[src/rtl/regfile_wb_sched.sv]
// Write-back scheduler for the single-write-port register file: round-robin ALU/LSU
// arbitration onto the write port plus a per-register busy scoreboard for RAW/WAW stalls.
module regfile_wb_sched #(
  parameter int XLEN = 32,
  parameter int NREG = 32,
  parameter int AW   = 5
) (
  input  logic            clk,
  input  logic            rst,
  input  logic            flush,
  input  logic            issue_valid,
  input  logic [AW-1:0]   issue_rd,
  input  logic            issue_re1,
  input  logic [AW-1:0]   issue_rs1,
  input  logic            issue_re2,
  input  logic [AW-1:0]   issue_rs2,
  output logic            issue_stall,
  input  logic            alu_valid,
  input  logic [AW-1:0]   alu_rd,
  input  logic [XLEN-1:0] alu_data,
  output logic            alu_ready,
  input  logic            lsu_valid,
  input  logic [AW-1:0]   lsu_rd,
  input  logic [XLEN-1:0] lsu_data,
  output logic            lsu_ready,
  output logic            we,
  output logic [AW-1:0]   waddr,
  output logic [XLEN-1:0] wdata
);

  logic [NREG-1:1] busy_r;
  logic            last_grant_r;
  logic [NREG-1:0] busy_full_s;
  logic            grant_alu_s;
  logic            grant_lsu_s;
  logic            hazard_s;
  logic            accept_s;

  // Hazard on r unless a same-cycle write to r is being forwarded by the register file.
  function automatic logic hz(input logic [NREG-1:0] bsy, input logic [AW-1:0] r,
                              input logic wen, input logic [AW-1:0] wa);
    hz = (r != {AW{1'b0}}) & bsy[r] & ~(wen & (wa == r));
  endfunction

  assign busy_full_s = {busy_r, 1'b0};
  assign grant_alu_s = alu_valid & (~lsu_valid | last_grant_r);
  assign grant_lsu_s = lsu_valid & (~alu_valid | ~last_grant_r);

  // Grant and write-port drive.
  always_comb begin
    alu_ready = 1'b0;
    lsu_ready = 1'b0;
    we        = 1'b0;
    waddr     = {AW{1'b0}};
    wdata     = {XLEN{1'b0}};
    if (rst || flush) begin
      alu_ready = 1'b0;
      lsu_ready = 1'b0;
    end else if (grant_alu_s) begin
      alu_ready = 1'b1;
      if (alu_rd != {AW{1'b0}}) begin
        we    = 1'b1;
        waddr = alu_rd;
        wdata = alu_data;
      end else begin
        we = 1'b0;
      end
    end else if (grant_lsu_s) begin
      lsu_ready = 1'b1;
      if (lsu_rd != {AW{1'b0}}) begin
        we    = 1'b1;
        waddr = lsu_rd;
        wdata = lsu_data;
      end else begin
        we = 1'b0;
      end
    end else begin
      we = 1'b0;
    end
  end

  // Issue hazard detection and accept.
  always_comb begin
    hazard_s    = (issue_re1 & hz(busy_full_s, issue_rs1, we, waddr)) |
                  (issue_re2 & hz(busy_full_s, issue_rs2, we, waddr)) |
                  hz(busy_full_s, issue_rd, we, waddr);
    issue_stall = 1'b0;
    accept_s    = 1'b0;
    if (rst) begin
      issue_stall = 1'b0;
    end else if (flush) begin
      issue_stall = issue_valid;
    end else begin
      issue_stall = issue_valid & hazard_s;
      accept_s    = issue_valid & ~hazard_s;
    end
  end

  // Scoreboard: clear on write-back, set on accepted issue (set wins).
  always_ff @(posedge clk) begin
    if (rst || flush) begin
      busy_r <= {(NREG-1){1'b0}};
    end else begin
      for (int i = 1; i < NREG; i++) begin
        busy_r[i] <= (busy_r[i] & ~(we & (waddr == AW'(i)))) |
                     (accept_s & (issue_rd == AW'(i)));
      end
    end
  end

  // Round-robin pointer follows the last completed transfer.
  always_ff @(posedge clk) begin
    if (rst) begin
      last_grant_r <= 1'b1;
    end else if (alu_ready) begin
      last_grant_r <= 1'b0;
    end else if (lsu_ready) begin
      last_grant_r <= 1'b1;
    end else begin
      last_grant_r <= last_grant_r;
    end
  end

endmodule

[config.mk]
export PLATFORM = sky130hd
export DESIGN_NAME = regfile_wb_sched
export DESIGN_NICKNAME = d
export VERILOG_FILES = /design/src/rtl/regfile_wb_sched.sv
export SDC_FILE = /design/constraint.sdc
export NUM_CORES = 1
export LEC_CHECK = 0
export CAP_MARGIN = 15
export CORE_UTILIZATION = 33
export DETAILED_ROUTE_END_ITERATION = 6
export SYNTH_ARGS = -nofsm -noshare
export SYNTH_HDL_FRONTEND = slang
export SYNTH_SLANG_ARGS = --single-unit
export TNS_END_PERCENT = 10
[constraint.sdc]
create_clock -name clk -period 2.7 [get_ports clk]
set_input_delay 0.27 -clock clk [delete_from_list [all_inputs] [get_ports clk]]
set_output_delay 0.27 -clock clk [all_outputs]
set_load 0.005 [all_outputs]
* Word-level counts from Yosys, hierarchy flattened *
Index checks and enable logic that the tools add are counted.

storage, ports and cells
  register bits after elaboration = 32
  word-level logic and storage cells = 290
  bits of input ports = 97
  output and inout port bits = 41

operators by class
  mux-type cells = 32
  bitwise logic cells = 181
  order comparisons = 3
  equal/unequal tests = 65
  reductions and logical operators = 7

operator list
  kind                                                                   number
  5-bit == test (second input constant)                                  32
  32-bit 2-to-1 mux                                                      5
  1-bit AND                                                              108
  5-bit by 4-bit == test with 1-bit output (second input constant)       16
  5-bit by 3-bit == test with 1-bit output (second input constant)       8
  1-bit NOT                                                              38
  1-bit OR                                                               35
  5-bit 2-to-1 mux                                                       5
  5-bit nonzero test                                                     5
  5-bit by 2-bit == test with 1-bit output (second input constant)       4
  1-bit 2-to-1 mux                                                       19
  5-bit by 6-bit < comparator with 1-bit output (second input constant)  3
  1-bit binary-select mux with 5-bit select                              3
  5-bit == test                                                          3
  5-bit by 1-bit == test with 1-bit output (second input constant)       2
  2-bit nonzero test                                                     1
  1-bit logical OR                                                       1

* Depth between registers and ports, before layout *
Gate-level depths: netlist of the first run.

  depth after elaboration = 19
  depth in mapped cells = 10
  depth with buffers taken out = 8

* Worst setup path before layout of the first run *
OpenSTA, ideal clock, no wires.

  path kind = register to output
  start = register last_grant_r
  end = output port issue_stall
  buffers on the path = 1
  stages on the path, launching flop included = 10
  path slack = 0.287 ns
  data required time = 2.430 ns
  data arrival time = 2.143 ns
  path through = dfxtp_1 -> nand2b_1 -> buf_6 -> a32o_2 -> nand2_2 -> clkinv_4 -> xnor2_1 -> o41ai_2 -> o22ai_2 -> o311a_2

between the ends
  longest elaborated chain between the ends = 16
  elaborated cells between the ends (all ways) = 30
  those cells by class = eq/ne (3); mux (8); bitwise (19)

ends and longest elaborated chain
  element                       RTL line  source
  start: declaration            32        logic last_grant_r;
  start signal: assignment      120       last_grant_r <= last_grant_r;
  1-bit NOT                     47        assign grant_lsu_s = lsu_valid & (~alu_valid | ~last_grant_r);
  1-bit OR                      47
  1-bit AND                     47
  5-bit 2-to-1 mux              68        end else if (grant_lsu_s) begin
  5-bit 2-to-1 mux *            59        end else if (grant_alu_s) begin
  5-bit 2-to-1 mux *            56        if (rst || flush) begin
  via waddr[3]                  27        output logic [AW-1:0] waddr,
  5-bit == test                 42        hz = (r != {AW{1'b0}}) & bsy[r] & ~(wen & (wa == r));
  1-bit AND                     42
  1-bit NOT                     42
  1-bit AND                     42
  1-bit AND (on tied branches)  84, 85
  1-bit OR                      84        hazard_s = (issue_re1 & hz(busy_full_s, issue_rs1, we, waddr)) |
  1-bit OR *                    85        (issue_re2 & hz(busy_full_s, issue_rs2, we, waddr)) |
  1-bit AND *                   94        issue_stall = issue_valid & hazard_s;
  1-bit 2-to-1 mux *            91        end else if (flush) begin
  1-bit 2-to-1 mux *            89        if (rst) begin
  end: declaration              17        output logic issue_stall,

The timed path passes the listed nets; every way through them passes the cells marked *.

* Worst setup path in the final report of the first run *
  start = register last_grant_r
  end = output port issue_stall

between the ends
  longest elaborated chain between the ends = 16
  elaborated cells between the ends (all ways) = 30
  those cells by class = eq/ne (3); mux (8); bitwise (19)

ends and longest elaborated chain
  element                       RTL line
  1-bit NOT                     47
  1-bit OR                      47
  1-bit AND                     47
  5-bit 2-to-1 mux              68
  5-bit 2-to-1 mux              59
  5-bit 2-to-1 mux              56
  5-bit == test                 42
  1-bit AND                     42
  1-bit NOT                     42
  1-bit AND                     42
  1-bit AND (on tied branches)  84, 85
  1-bit OR                      84
  1-bit OR *                    85
  1-bit AND *                   94
  1-bit 2-to-1 mux *            91
  1-bit 2-to-1 mux *            89

Every way passes the cells marked *; elsewhere a longest branch is shown, timed or not.

==> results of run 1 <==
==> worst paths after layout <==
kind                              startpoint      endpoint  slack [ps]  depth (start not counted)
worst max register to register  last_grant_r     busy_r[8]          80                         12
worst min-delay path            last_grant_r  last_grant_r         530                          1
worst min register to register  last_grant_r  last_grant_r         530                          1
worst max-delay path            last_grant_r   issue_stall        -130                         12
==> cells in the mapped netlist (3+ instances only) <==
cell	n
a21oi_1	6
a22oi_1	33
a31oi_1	3
buf_6	9
clkbuf_1	16
clkbuf_8	10
dfxtp_1	32
inv_1	11
mux2i_1	8
mux4_2	17
nand2_1	13
nand2b_1	5
nand3_1	16
nand4_1	6
nor2_1	43
nor2_2	4
nor2b_1	3
nor4_1	3
o211ai_1	32
o21ai_0	3
o31ai_1	4
o41ai_2	29
xnor2_1	5
xor2_1	5
==> per-layer routing <==
metal	up-vias	GRT usage	wire length, um
met3	39	0.0594	1050
li1	1885	-	-
met4	0	0.0952	444
met5	-	0	0
met2	199	0.402	6740
met1	1953	0.337	5950
==> cell type report <==
class                           instances  area (um^2)  share of cell area
Timing Repair Buffer                  220         2100               0.369
Clock buffer                            7         86.3              0.0151
Clock inverter                          1         7.51             0.00132
Sequential cell                        32          642               0.113
Inverter                               12         50.0             0.00878
Tap cell                              136          170              0.0299
Multi-Input combinational cell        293         2640               0.463
==> stage by stage <==
step | cell area [um^2] | worst slack [ps]
CTS | 5670 | -118
detailed placement | 5420 | -665
global placement | 5420 | -666
floorplan | 3540 | 287
finish | 5700 | -126
global route | 5700 | -213
==> power by group <==
part	internal (mW)	switching (mW)	total, mW
Sequential	0.474	0.00241	0.476
Combinational	0.342	0.292	0.634
Clock	0.207	0.186	0.393
==> sequential cells by signal, summed over array words and instances (netlist names) <==
signal and cells:
busy_r 31, last_grant_r 1
==> logic make-up (layout without fill, tap and decap cells) <==
group,Yosys count,after routing,share of synthesized area
AOI/OAI and AO/OA,137,137,0.377
and+or+nand+nor,119,119,0.173
buffers and inverters,52,240,0.108
DFF,32,32,0.181
muxes,27,27,0.137
xor gates and xnor gates,10,10,0.0247
==> what timing repair did <==
item                                    CTS  global route
endpoints found under the setup margin   34            52
pin swaps                                 9             0
setup buffers                             7             0
resized for setup                        31            12
cloned                                    0             0
==> flow_summary_export.csv, run 1 <==
group,metric,value,unit
die,die_x,106,um
job,maxCapViolCount,0,
detailed_routing,drtIter0Drc,290,
clock_tree,cts.sinks,32,
yosys,synth_fp_nets,474,
global_routing,grt_max_degree,40,
timing,setup_tns,-698,ps
detailed_routing,routed_wl,14200,um
power,p_leak,2.30,nW
yosys,synth_area_per_cell,9.40,um^2
placement,gp_congestion,1.04,
cells_and_area,n_antenna_cell,0,
die,start_util,0.342,
clock_tree,clk_pin_slew,60,ps
timing,hold_viol_final,0,
timing,maxSlewHeadroom,0.386,
timing,worst_hold_slack,529,ps
clock_tree,cts_hold_buf,0,
die,core_area,0.0104,mm^2
placement,dp_hpwl,11200,um
clock_tree,h-tree-depth,2,
power,irDropWorstVdd,0.223,mV
timing,tightestPinTransition,916,ps
detailed_routing,vias,4076,
cells_and_area,utilization,0.550,
cells_and_area,final_cell_mix,"clkdlybuf4s50_1 (122), buf_4 (73), nor2_1 (43), o211ai_1 (32), a22oi_1 (32)",
yosys,synth_cell_types,68,
clock_tree,cts_tree,"yes",
cells_and_area,nets,661,
clock_tree,cts_root_buf,"clkbuf_8",
yosys,synthArstFlopShare,0,
timing,post-route-min-period,2830,ps
critical_path,critPathSlowestCell,"o32a_4",
clock_tree,cts_buffers,5,
global_routing,grt_usage,0.255,
yosys,synth-edff-count,0,
critical_path,cp-start-kind,"flip-flop",
yosys,syn_inst,377,
cells_and_area,fin_cells,701,
global_routing,grt_pass1_wl,21900,um
yosys,synth_area,0.00354,mm^2
detailed_routing,drc,0,
yosys,synthTopCellsByArea,"dfxtp_1 (18%), o41ai_2 (13%), mux4_2 (11%)",
power,total_power,1.50,mW
die,ios,138,
yosys,synth_seq_cells,32,
timing,final_max_slew_viol_count,0,
global_routing,antenna_found_initial,0,
die,rows,37,
cells_and_area,synthToLayoutAreaGrowth,60.8,%
placement,placedCellCount,686,
yosys,synth_top_area_frac,0.181,
global_routing,grt_pass1_vias,4068,
critical_path,max_stage_delay,380,ps
timing,period_share,1.05,
critical_path,critPathCaptureType,"output pin",
timing,clock_skew,6.90,ps
cells_and_area,drive_gt1_frac,0.315,
timing,setup_ws,-126,ps
critical_path,crit_family,"compound AO/OA/AOI/OAI gates",
timing,rsz0062_at_grt,"yes",
critical_path,crit_buf_inv,6,
yosys,synth_top_area_cell,"dfxtp_1",
critical_path,crit_chain,"buf_6, a21boi_4, buf_12, o21ai_2, a21oi_2, buf_4, buf_6, buf_6, nand3_4, o32a_4, o311a_4, buf_6",
detailed_routing,wl_per_cell,20.2,um
cells_and_area,fillers,960,
status,status,"finished with violations",
detailed_routing,firstDrtPassIters,5,
global_routing,grt_overflow,0,
timing,max_freq,354,MHz
power,power_density,264,mW/mm^2
yosys,seq_area_frac_synth,0.181,
critical_path,critical_path_required,2430,ps
die,die_h,106,um
placement,io_buffers,137,
yosys,yosysWarnings,0,
critical_path,critPathMostFrequentCell,"buf_6",
die,dieArea,0.0112,mm^2
cells_and_area,final_common_cell,"clkdlybuf4s50_1",
timing,finalSetupViolCount,31,
critical_path,path_class,"flip-flop to output pin",
status,failed_checks,"negative setup slack",
detailed_routing,avgViaCountPerCell,5.81,
critical_path,crit_arrival,2560,ps
critical_path,path_max_fanout,5,
detailed_routing,final_antenna_net_count,0,
clock_tree,worstSkewPairLatency,290,ps
yosys,synth_top_flop_cell,"dfxtp_1",
clock_tree,clk_path_buf_depth,2,
worst_hold_path,hp-class,"flip-flop to flip-flop",
(Power assumes the default switching activity.)
==> inputs of run 2 (changes only) <==
ABC_AREA = 1   (was default)
==> flow_summary_export.csv, run 2 <==
group,metric,value,unit
status,status,"completed",
job,maxCapViolCount,0,
detailed_routing,drc,0,
placement,dp_hpwl,12700,um
detailed_routing,final_antenna_net_count,0,
timing,period_share,0.950,
detailed_routing,wl_per_cell,16.4,um
clock_tree,worstSkewPairLatency,290,ps
power,irDropWorstVdd,0.178,mV
clock_tree,clk_pin_slew,70,ps
cells_and_area,final_cell_mix,"nand2_1 (169), clkdlybuf4s50_1 (128), buf_4 (87), o21ai_0 (73), nand3_1 (72)",
worst_hold_path,hp-class,"flip-flop to flip-flop",
die,die_x,108,um
critical_path,path_max_fanout,65,
cells_and_area,largest_register_ffs,31,
global_routing,grt_usage,0.283,
timing,post-route-min-period,2570,ps
placement,placedCellCount,996,
critical_path,crit_arrival,2300,ps
clock_tree,cts_buffers,5,
yosys,synth_compound_area_frac,0.222,
critical_path,critPathCaptureType,"output pin",
yosys,synth_common_cells,"nand2_1 (172), o21ai_0 (73), nand3_1 (72)",
yosys,synth_most_common_cell,"nand2_1",
critical_path,crit_chain,"inv_2, nand2_4, nand2_8, buf_4, o21ai_0, a21oi_1, clkdlybuf4s50_1",
power,power_frac_clock,0.311,
critical_path,crit_buf_inv,3,
yosys,syn_inst,676,
power,power_density,283,mW/mm^2
timing,max_freq,390,MHz
cells_and_area,reg.largest.list,"busy_r x31, last_grant_r x1",
yosys,yosysWarnings,0,
yosys,yosys.area_share.simple,0.483,
cells_and_area,drive_gt1_frac,0.158,
clock_tree,h-tree-depth,2,
critical_path,critPathSlowestCell,"clkdlybuf4s50_1",
die,ios,138,
detailed_routing,vias,5502,
clock_tree,cts_tree,"yes",
cells_and_area,final_common_cell,"nand2_1",
yosys,synth_top_area_cell,"nand2_1",
power,sw_frac_of_total,0.322,
critical_path,path_class,"flip-flop to output pin",
yosys,synthTopCellsByArea,"nand2_1 (18%), dfxtp_1 (17%), o21ai_0 (9.9%)",
critical_path,max_stage_delay,520,ps
clock_tree,clk_path_buf_depth,2,
placement,io_buffers,137,
timing,clock_skew,6.46,ps
yosys,synth_area,0.00369,mm^2
critical_path,cp-start-kind,"flip-flop",
power,p_int,1.14,mW
clock_tree,cts_hold_buf,0,
yosys,synth_top_area_frac,0.175,
power,switchingPower,0.540,mW
critical_path,crit_family,"buffers and inverters",
yosys,synth_top_flop_cell,"dfxtp_1",
yosys,synth_cell_types,33,
yosys,synth_fa_ha_area_frac,0,
power,seqPwrFrac,0.284,
global_routing,grt_pass1_vias,5133,
cells_and_area,fin_cells,1008,
die,rows,38,
clock_tree,cts_root_buf,"clkbuf_8",
global_routing,grt_max_degree,66,
detailed_routing,firstDrtPassIters,6,
cells_and_area,n_antenna_cell,0,
timing,finalSetupViolCount,0,
yosys,seq_area_frac_synth,0.174,
cells_and_area,regMostFlops,"busy_r",
yosys,synthXorXnorAreaFrac,0.00475,
timing,maxSlewHeadroom,0.654,
yosys,synth_seq_cells,32,
global_routing,antenna_found_initial,0,
placement,gp_congestion,0.917,
global_routing,grt_overflow,0,
critical_path,critical_path_required,2430,ps
cells_and_area,utilization,0.547,
detailed_routing,avgViaCountPerCell,5.46,
die,dieArea,0.0116,mm^2
die,core_area,0.0108,mm^2
yosys,synth_area_per_cell,5.45,um^2
yosys,synth-edff-count,0,
yosys,synth_fp_nets,773,
timing,final_max_slew_viol_count,0,
clock_tree,cts.sinks,32,
power,p_leak,2.40,nW
timing,tightestPinTransition,519,ps
cells_and_area,synthToLayoutAreaGrowth,60.8,%
yosys,synthArstFlopShare,0,
cells_and_area,nets,964,
detailed_routing,routed_wl,16600,um
power,comb_power_share,0.406,
yosys,synth_top_family_by_area,"simple AND/OR/NAND/NOR gates",
timing,hold_viol_final,0,
detailed_routing,drtIter0Drc,483,
die,start_util,0.340,
global_routing,grt_pass1_wl,25600,um
yosys,muxShareOfSynthArea,0,
die,die_h,108,um
timing,rsz0062_at_grt,"no",
## run 2: cell types whose count changed after synthesis, sizes merged, moves of 30 or more
| cell | change |
|---|---|
| inv | +41 |
| a22oi | -33 |
| nand3 | +60 |
| nand2 | +164 |
| nand4 | +39 |
| a21oi | +61 |
| o21ai | +69 |
| o41ai | -30 |
## run 2: area by class of cell
| cell class | count | area [um^2] |
|---|---|---|
| timing repair buffer | 229 | 2080 |
| clock inverter | 1 | 30.0 |
| inverter | 55 | 208 |
| multi-input combinational | 544 | 2700 |
| clock buffer | 7 | 96.3 |
| fill | 1126 | 4910 |
| sequential | 32 | 642 |
| tap | 140 | 175 |
## run 2: per-stage QoR
step	TNS, ps	setup slack, ps	total power [mW]	area [um^2]	hold slack (ps)
CTS	0	83.7	1.67	5920	505
finish	0	135	1.68	5930	504
global route	0	2.64	1.75	5930	546
global placement	-882	-355	1.14	5690	467
floorplan	0	727	0.772	3690	404
detailed placement	-1940	-387	1.14	5690	494
## run 2: timing repair
action / 4_1_cts / 5_1_grt
endpoints found under the hold margin: 0 / 0
pin swaps: 8 / 0
endpoints found under the setup margin: 33 / 6
gates resized for setup: 33 / 3
buffers inserted: 4 / 0
cloned: 0 / 0
## run 2: metal layers
metal / share of wire / vias to the layer above / GRT usage
li1: - / 2688 / -
met2: 0.46 / 257 / 0.463
met3: 0.079 / 43 / 0.0484
met5: 0 / - / 0
met1: 0.43 / 2514 / 0.370
met4: 0.032 / 0 / 0.101
## run 2: logic make-up after synthesis
group / count (synthesis)
simple gates: 386
compound gates: 156
buf+inv: 100
flops: 32
xor+xnor: 2
## run 2: path summary, 6_finish.rpt
kind,end,depth (start not counted),from,slack (ps)
max,wdata[11],7,last_grant_r,130
min,busy_r[10],2,busy_r[10],500
max reg2reg,busy_r[4],14,last_grant_r,460
min reg2reg,busy_r[10],2,busy_r[10],500
## run 2: power by group through the flow
stage / clock, mW / sequential [mW] / combinational (mW)
floorplan: 0 / 0.486 / 0.286
global placement: 0 / 0.487 / 0.653
detailed placement: 0 / 0.487 / 0.656
CTS: 0.521 / 0.476 / 0.674
global route: 0.544 / 0.476 / 0.734
finish: 0.521 / 0.476 / 0.681
## run 2: worst reg2reg max path, delay by kind of cell (launching register included)
kind,cells,cell delay [ps]
compound gates,1,160
buf+inv,3,520
flops,1,360
simple gates,10,1150
